$ cat src/rtl/bias_collector.sv
// bias_collector
//   Runs a batch of NUM_RUNS measurements on an upstream DES counting block
//   and reports the sum and the maximum of the per-run absolute bias
//   |count - SAMPLES_PER_RUN/2|.
//
//   Each run: CLEAR (block_clear pulse) -> LAUNCH (block_start pulse) ->
//   WAIT (until block_valid or timeout) -> ACCUM. After the last run, or
//   after a timeout, the FSM sits in DONE presenting the result.
//
//   Handshake: the result is offered with result_valid=1 in DONE and held
//   stable; it is consumed on the rising edge where result_valid and
//   result_ready are both 1. result_valid falls in the following cycle.
//   result_ready is ignored whenever result_valid=0.
//
// Ports
//   clk, rst        clock, asynchronous active-high reset
//   start           one-cycle pulse, begins a batch in IDLE
//   block_counter   count of ones from the counting block
//   block_valid     block_counter is final for the current run
//   block_clear     registered pulse clearing the counting block
//   block_start     registered pulse starting the counting block
//   sum_abs_bias    sum of per-run absolute bias (cannot overflow)
//   max_abs_bias    largest per-run absolute bias
//   runs_done       runs completed in the current or last batch
//   timeout_err     batch aborted because a run timed out
//   busy            high in every state except IDLE and DONE
//   result_valid    result outputs are valid and stable
//   result_ready    downstream accepts the result
module bias_collector #(
  parameter int NUM_RUNS        = 16,
  parameter int SAMPLES_PER_RUN = 1000,
  parameter int TIMEOUT_CYCLES  = 4096,
  localparam int SUM_W          = 10 + $clog2(NUM_RUNS)
) (
  input  logic             clk,
  input  logic             rst,
  input  logic             start,
  input  logic [9:0]       block_counter,
  input  logic             block_valid,
  output logic             block_clear,
  output logic             block_start,
  output logic [SUM_W-1:0] sum_abs_bias,
  output logic [9:0]       max_abs_bias,
  output logic [10:0]      runs_done,
  output logic             timeout_err,
  output logic             busy,
  output logic             result_valid,
  input  logic             result_ready
);

  localparam int TCW = (TIMEOUT_CYCLES > 1) ? $clog2(TIMEOUT_CYCLES) : 1;
  localparam logic [TCW-1:0]    T_LAST = TCW'(TIMEOUT_CYCLES - 1);
  localparam logic signed [10:0] HALF  = 11'(SAMPLES_PER_RUN / 2);

  typedef enum logic [2:0] {
    S_IDLE, S_CLEAR, S_LAUNCH, S_WAIT, S_ACCUM, S_DONE
  } state_t;

  state_t           state_q, state_d;
  logic [TCW-1:0]   tcnt_q;
  logic [9:0]       sample_q;
  logic [10:0]      runs_inc;
  logic signed [10:0] diff;
  logic [10:0]      mag;
  logic [9:0]       abs_bias;

  assign runs_inc = runs_done + 11'd1;

  // Signed distance from the ideal half count; the 11-bit magnitude is
  // clamped to 10 bits so it always fits max_abs_bias.
  always_comb begin
    diff     = $signed({1'b0, sample_q}) - HALF;
    mag      = diff[10] ? 11'(-diff) : 11'(diff);
    abs_bias = mag[10] ? 10'h3FF : mag[9:0];
  end

  // State register
  always_ff @(posedge clk or posedge rst) begin
    if (rst) state_q <= S_IDLE;
    else     state_q <= state_d;
  end

  // Next-state logic. In WAIT a valid sample takes priority over the
  // timeout check, so a sample on the last allowed cycle is accepted.
  always_comb begin
    state_d = state_q;
    unique case (state_q)
      S_IDLE:   if (start) state_d = S_CLEAR;
      S_CLEAR:  state_d = S_LAUNCH;
      S_LAUNCH: state_d = S_WAIT;
      S_WAIT: begin
        if (block_valid)           state_d = S_ACCUM;
        else if (tcnt_q == T_LAST) state_d = S_DONE;
      end
      S_ACCUM:  state_d = (runs_inc < 11'(NUM_RUNS)) ? S_CLEAR : S_DONE;
      S_DONE:   if (result_ready) state_d = S_IDLE;
      default:  state_d = S_IDLE;
    endcase
  end

  // Datapath and registered strobes. The strobes are decoded from the
  // next state so each is high exactly while the FSM is in its state.
  always_ff @(posedge clk or posedge rst) begin
    if (rst) begin
      block_clear  <= 1'b0;
      block_start  <= 1'b0;
      sum_abs_bias <= '0;
      max_abs_bias <= '0;
      runs_done    <= '0;
      timeout_err  <= 1'b0;
      tcnt_q       <= '0;
      sample_q     <= '0;
    end else begin
      block_clear <= (state_d == S_CLEAR);
      block_start <= (state_d == S_LAUNCH);
      unique case (state_q)
        S_IDLE: begin
          if (start) begin
            sum_abs_bias <= '0;
            max_abs_bias <= '0;
            runs_done    <= '0;
            timeout_err  <= 1'b0;
          end
        end
        S_LAUNCH: tcnt_q <= '0;
        S_WAIT: begin
          if (block_valid)           sample_q    <= block_counter;
          else if (tcnt_q == T_LAST) timeout_err <= 1'b1;
          else                       tcnt_q      <= tcnt_q + TCW'(1);
        end
        S_ACCUM: begin
          sum_abs_bias <= sum_abs_bias + SUM_W'(abs_bias);
          if (abs_bias > max_abs_bias) max_abs_bias <= abs_bias;
          runs_done <= runs_inc;
        end
        default: ;
      endcase
    end
  end

  assign busy         = (state_q != S_IDLE) && (state_q != S_DONE);
  assign result_valid = (state_q == S_DONE);

endmodule

$ cat config.mk
export PLATFORM = sky130hd
export DESIGN_NAME = bias_collector
export DESIGN_NICKNAME = d
export VERILOG_FILES = /design/src/rtl/bias_collector.sv
export SDC_FILE = /design/constraint.sdc
export NUM_CORES = 1
export LEC_CHECK = 0
export ABC_AREA = 0
export CAP_MARGIN = 20
export CORE_MARGIN = 2
export CORE_UTILIZATION = 40
export CTS_CLUSTER_DIAMETER = 80
export DETAILED_ROUTE_END_ITERATION = 12
export GPL_TIMING_DRIVEN = 0
export PLACE_DENSITY = 0.59
export SLEW_MARGIN = 40
export SYNTH_ARGS = -nofsm -noshare
export SYNTH_HDL_FRONTEND = slang
export SYNTH_SLANG_ARGS = --single-unit
$ cat constraint.sdc
create_clock -name clk -period 3.25 [get_ports clk]
set_input_delay 0.8125 -clock clk [delete_from_list [all_inputs] [get_ports clk]]
set_output_delay 0.8125 -clock clk [all_outputs]
set_load 0.005 [all_outputs]
==> results of run 1 <==
## synth_stat cells, types with 9 or more instances
cell / n / area share, %
inv_1: 23 / 2.1
nand4_1: 9 / 1.4
xor2_1: 11 / 2.3
ha_1: 25 / 7.6
dfrtp_1: 63 / 38
nand3_1: 15 / 1.8
nor2_1: 27 / 2.4
xnor2_1: 19 / 4.0
mux2_2: 19 / 5.2
nand2_1: 36 / 3.3
a21oi_1: 21 / 2.5
o21ai_0: 39 / 4.7
clkbuf_1: 12 / 1.1
## timing repair
action,CTS,global route
pin swaps,12,21
resized for setup,31,28
endpoints found under the setup margin,19,16
cloned,1,0
buffers inserted,12,7
## sequential cells by signal (all words and copies together) (netlist names)
register      cells
sum_abs_bias     14
sample_q         10
block_start       1
max_abs_bias     10
runs_done        11
block_clear       1
timeout_err       1
tcnt_q           12
state_q           3
## area by class of cell
cell class / instances / area (µm²)
plain buffers: 15 / 98.8
clock buffers: 11 / 141
clock inverters: 4 / 22.5
fillers: 945 / 4690
inverters: 23 / 91.3
multi-input cells: 339 / 2690
flip-flops and latches: 63 / 1580
well taps: 136 / 170
repair buffers: 74 / 703
## final timing paths
check | end | slack [ps]
max in group asynchronous | runs_done[9] | 1910
worst max register to register | max_abs_bias[7] | -60
min in group asynchronous | sample_q[1] | 830
worst min register to register | tcnt_q[2] | 510
worst max-delay path | max_abs_bias[7] | -60
worst min-delay path | tcnt_q[2] | 510
## where the power goes
group          internal [µW]  switching [µW]
Sequential              1000             300
Clock                    290             314
Combinational           1800            1820
## worst reg2reg max path, cell delays in order (launching register included)
cell       delay, ps
dfrtp_1          410
buf_8            140
inv_4             50
ha_4             140
and4b_2          270
a21o_4           250
a31oi_4          170
xnor2_2          170
ha_1             290
a21o_1           160
a21o_1           170
a2111oi_4        400
or2_4            260
mux2_4           320
## metrics by stage
step	std cells	area [µm²]	total power, µW	util, %	TNS, ps
5_1_grt	665	5490	5980	53.9	-1660
3_3_place_gp	632	4880	4100	47.9	-28690
3_5_place_dp	633	4900	4200	48.1	-5780
4_1_cts	660	5310	5240	52.1	-65.9
6_report	665	5490	5530	53.9	-404
2_1_floorplan	442	4170	3350	-	0
## routing by layer
layer	share of wire, %	wire length, µm	track usage [%]
met1	48	5090	25.7
met2	47	4950	31.1
met3	3.1	323	4.02
met4	1.6	170	5.83
met5	0	0	0
## cell families (layout without fill, tap and decap cells)
family	Yosys count	count (layout)	share of synthesized area, %
compound gates	127	127	20.6
flops	63	63	38.1
fa+ha+maj	26	26	8.04
buf+inv	41	127	4.50
simple gates	134	135	16.8
mux	21	21	5.65
xor+xnor	30	30	6.35
==> qor.yml, run 1 <==
sta:
  fin_crit_ps: 3310
  drv_slew: 0
  slew_headroom_pct: 47.3
  finalSetupViolations: 8
  fin_ws_ps: -63.3
  skew_ps: 10.2
  timing.final.crit_share_pct: 102
  tightest_slew_ps: 788
  whs_ps: 512
  final_hold_viol_count: 0
  rsz0062_at_grt: "yes"
  fmax_mhz: 302
run_status:
  status: "finished, violations left"
  violations: "negative setup slack"
critical_path:
  critPathSlowestCell: "dfrtp_1"
  crit_top_cell: "a21o_1"
  startpoint: "sample_q[2]"
  cp.required_ps: 3470
  arrival_ps: 3540
  start_kind: "register"
  endpoint_kind: "register"
  slowest_delay_ps: 410
  crit_family: "compound AO/OA/AOI/OAI gates"
  crit_chain: "buf_8 -> inv_4 -> ha_4 -> and4b_2 -> a21o_4 -> a31oi_4 -> xnor2_2 -> ha_1 -> a21o_1 -> a21o_1 -> a2111oi_4 -> or2_4 -> mux2_4"
  crit_fanout: 6
  path_depth: 13
  crit_buf_inv: 2
  reg2reg_depth: 13
  r2r-start: "sample_q[2]"
  criticalPathCategory: "reg -> reg"
cts:
  clock-sinks: 63
  clkTransAtPathRegs_ps: 70
  clock_latency_ps: 340
  cts_buffer_depth: 2
  cts-hold-fix-buffers: 0
  cts_tree: "yes"
  htree_levels: 3
  cts_inserted_buffers: 9
  clockRootBuffer: "clkbuf_8"
synth:
  yosysUniqueCellTypes: 64
  synthCells: 442
  ys_seq_elements: 63
  postSynth.asyncResetShare_pct: 100
  synth.cell_area_um2: 4140
  ys_seq_area_share_pct: 38.1
  ys.warnings.count: 0
  synth_ff_type: "dfrtp_1"
  syn_avg_cell_area_um2: 9.37
  synth_edf_count: 0
  synth_nets: 483
hold_path:
  hold_class: "reg -> reg"
  hold_path_startpoint: "tcnt_q[2]"
  hold_path_depth: 1
global_route:
  gr-total-overflow: 0
  grt_pass1_wl_um: 17200
  grt_max_degree: 34
  grtUsageTotal_pct: 19.1
  antenna_found_initial: 0
  grt_pass1_vias: 3586
place:
  dp_hpwl_um: 7310
  port_buffers: 54
  place_ws_ps: -462
  gp_congestion: 0.827
drt:
  dr.first_iter.drc_count: 150
  routed_wl_um: 10500
  via_count: 3616
  drc: 0
  dr.pass1.iters: 4
  drtAntennaViolNets: 0
  via_per_inst: 5.44
  routedWlPerCell_um: 15.8
final_layout:
  num_antenna_cells: 0
  final_common_cell: "dfrtp_1"
  finalNetCount: 566
  mostFrequentLayoutCells: "dfrtp_1, clkdlybuf4s50_1, nand2_1, o21ai_0, nor2_1"
  drive_above_1_share_pct: 20.8
  syn2layout_area_growth_pct: 32.7
die:
  row_count: 37
  io_pins: 55
  placeableCoreArea_um2: 10200
  dieArea_um2: 11200
  die_w_um: 106
  start_util_pct: 40.7
  die_y_um: 106
pwr:
  p_leak_uw: 0.00226
  power_density_nw_per_um2: 1010
  irDropWorstVdd_mv: 0.603
run:
  max_cap_violations: 0
(Power assumes the default switching activity.)
==> run 2, diff against run 1 <==
--- a/config.mk
+++ b/config.mk
@@ -9,7 +9,6 @@
 export CAP_MARGIN = 20
 export CORE_MARGIN = 2
 export CORE_UTILIZATION = 40
-export CTS_CLUSTER_DIAMETER = 80
 export DETAILED_ROUTE_END_ITERATION = 12
 export GPL_TIMING_DRIVEN = 0
 export PLACE_DENSITY = 0.59
==> results of run 2 <==
Same layout as run 1: the final DEF is identical, and so are final timing and power.
==> run 3, diff against run 2 <==
--- a/config.mk
+++ b/config.mk
@@ -7,7 +7,6 @@
 export LEC_CHECK = 0
 export ABC_AREA = 0
 export CAP_MARGIN = 20
-export CORE_MARGIN = 2
 export CORE_UTILIZATION = 40
 export DETAILED_ROUTE_END_ITERATION = 12
 export GPL_TIMING_DRIVEN = 0
==> run 3 against run 2 <==
Compared with the run above: die area is 3.7% lower; fmax rose by 1.0%; wire length fell by 1.6%; power up 7.5%; register-to-register slack gained 30 ps; non-clock buffer count decreased by 2; highest routed layer unchanged; critical path depth stayed put; sequential power hardly changed; the run still ends with negative setup slack left; global-route usage rose by 0.90 points; worst hold slack worse by 13 ps.
==> qor.yml, run 3 (synthesized netlist as in run 1, its figures left out) <==
cts:
  cts_buffer_depth: 2  # unchanged
  clockRootBuffer: "clkbuf_8"
  cts-hold-fix-buffers: 0  # unchanged
  cts_tree: "yes"
  clock-sinks: 63  # unchanged
  cts_inserted_buffers: 9  # unchanged
  htree_levels: 3  # unchanged
  clock_latency_ps: 350  # about the same
  clkTransAtPathRegs_ps: 70  # about the same
pwr:
  p_comb_share_pct: 66.6  # +1.1 points
  p_int_uw: 3390  # +9.7%
  irDropWorstVdd_mv: 0.640  # +6.0%
  p_seq_share_pct: 21.7  # -1.8 points
  pwr-share-clk_pct: 11.7  # +0.8 points
  p_leak_uw: 0.00227  # +0.32%
  p_sw_share_pct: 42.9  # -1.1 points
  power_density_nw_per_um2: 1070  # +6.5%
  switching_power_uw: 2550  # +4.7%
run_status:
  violations: "negative setup slack"
  status: "finished, violations left"
critical_path:
  crit_top_cell: "ha_4"
  crit_family: "simple AND/OR/NAND/NOR gates"
  start_kind: "register"
  crit_buf_inv: 2  # unchanged
  slowest_delay_ps: 420  # about the same
  crit_chain: "buf_8 -> inv_4 -> ha_4 -> and4b_2 -> a21o_4 -> or3_4 -> xor2_4 -> ha_4 -> a21oi_4 -> o21ai_2 -> a2111oi_4 -> or2_4 -> mux2_4"
  criticalPathCategory: "reg -> reg"
  crit_fanout: 7  # +1
  critPathSlowestCell: "or3_4"
  cp.required_ps: 3480  # about the same
  path_depth: 13  # unchanged
  r2r_slack_ps: -30  # +30 ps
  reg2reg_depth: 13  # unchanged
  endpoint_kind: "register"
  arrival_ps: 3510  # -30 ps
final_layout:
  fillers: 887  # -6.1%
  utilization_pct: 56.0  # +2.0 points
  final_common_cell: "dfrtp_1"
  drive_above_1_share_pct: 21.8  # +0.99 points
  mostFrequentLayoutCells: "dfrtp_1, clkdlybuf4s50_1, nand2_1, o21ai_0, nor2_1"
  max_flop_register: "sum_abs_bias"
  largest_register_ff_count: 14  # unchanged
  syn2layout_area_growth_pct: 34.0
  num_antenna_cells: 0  # unchanged
  finalNetCount: 564  # -0.35%
  regArea_um2: 1580  # about the same
  multi_input_area_um2: 2730  # +1.5%
  reg_top3: "sum_abs_bias: 14 flops, tcnt_q: 12 flops, runs_done: 11 flops"
sta:
  skew_ps: 7.97  # -2.26 ps
  rsz0062_at_grt: "yes"
  fin_crit_ps: 3280  # -34.2 ps
  timing.final.crit_share_pct: 101  # -1.1 points
  final_hold_viol_count: 0  # unchanged
  slew_headroom_pct: 44.1  # -3.2 points
  fmax_mhz: 305  # +1.0%
  tightest_slew_ps: 835  # +46.7 ps
  finalSetupViolations: 8  # unchanged
  drv_slew: 0  # unchanged
  whs_ps: 500  # -12.7 ps
  tns_ps: -139  # +265 ps
  fin_ws_ps: -29.1  # +34.2 ps
die:
  row_count: 36  # -2.7%
  die_y_um: 104  # -1.9%
  io_pins: 55  # unchanged
  placeableCoreArea_um2: 9910  # -2.7%
  die_w_um: 104  # -1.9%
  start_util_pct: 41.8  # +1.1 points
  dieArea_um2: 10800  # -3.7%
drt:
  dr.first_iter.drc_count: 149  # -0.67%
  routedWlPerCell_um: 15.7  # -0.96%
  via_count: 3607  # -0.25%
  drtAntennaViolNets: 0  # unchanged
  routed_wl_um: 10400  # -1.6%
  dr.pass1.iters: 4  # unchanged
  drc: 0  # unchanged
  via_per_inst: 5.46  # +0.35%
place:
  dp_hpwl_um: 7200  # -1.6%
  gp_congestion: 0.817  # -1.2%
  port_buffers: 54  # unchanged
run:
  max_cap_violations: 0  # unchanged
hold_path:
  hold_path_depth: 1  # unchanged
  hold_class: "reg -> reg"
global_route:
  gr-total-overflow: 0  # unchanged
  grtUsageTotal_pct: 20.0  # +0.90 points
  antenna_found_initial: 0  # unchanged
  grt_max_degree: 39  # +15%
  grt_pass1_vias: 3583  # -0.084%
  grt_pass1_wl_um: 17500  # +1.6%
==> run 3: power by group through the flow <==
stage	clock network [µW]	logic (µW)	registers (µW)
finish	695	3960	1290
global route	748	4330	1330
CTS	715	3390	1250
detailed placement	0	2920	1240
global placement	0	2860	1230
floorplan	0	2160	1190
==> run 3: per-stage QoR <==
stage          power (µW)  instances  worst slack (ps)  cell area, µm²
6_report             5940        661             -29.1            5550
5_1_grt              6410        661              -159            5550
4_1_cts              5350        654             -9.42            5330
3_5_place_dp         4160        630              -446            4900
3_3_place_gp         4100        629              -409            4880
2_1_floorplan        3350        442              12.8            4170
==> run 3: layer usage <==
| layer | track usage, % | vias to the layer above | share of wire, % | wire length, µm |
|---|---|---|---|---|
| met1 | 26.8 | 1732 | 49 | 5090 |
| met5 | 0 | - | 0 | 0 |
| met4 | 7.35 | 0 | 1.7 | 180 |
| met3 | 3.96 | 16 | 2.7 | 281 |
| met2 | 32.1 | 66 | 46 | 4820 |
| li1 | - | 1793 | - | - |
==> run 3: area by class of cell <==
type / instances / area share (%)
well taps: 133 / 3.00
inverters: 23 / 1.65
multi-input cells: 339 / 49.2
repair buffers: 72 / 12.4
clock buffers: 10 / 2.48
clock inverters: 6 / 1.08
flip-flops and latches: 63 / 28.4
plain buffers: 15 / 1.78
==> run 3: final timing paths <==
path                             start               to
max                        sample_q[2]  max_abs_bias[2]
min                          tcnt_q[2]        tcnt_q[2]
max reg2reg                sample_q[2]  max_abs_bias[2]
min reg2reg                  tcnt_q[2]        tcnt_q[2]
max in group asynchronous          rst    runs_done[10]
min in group asynchronous          rst        tcnt_q[6]
==> run 3: what timing repair did <==
action / 4_1_cts / 5_1_grt
cloned: 1 / 0
setup endpoints to repair: 19 / 16
setup buffers: 9 / 9
pin swaps: 11 / 21
resized for setup: 28 / 37
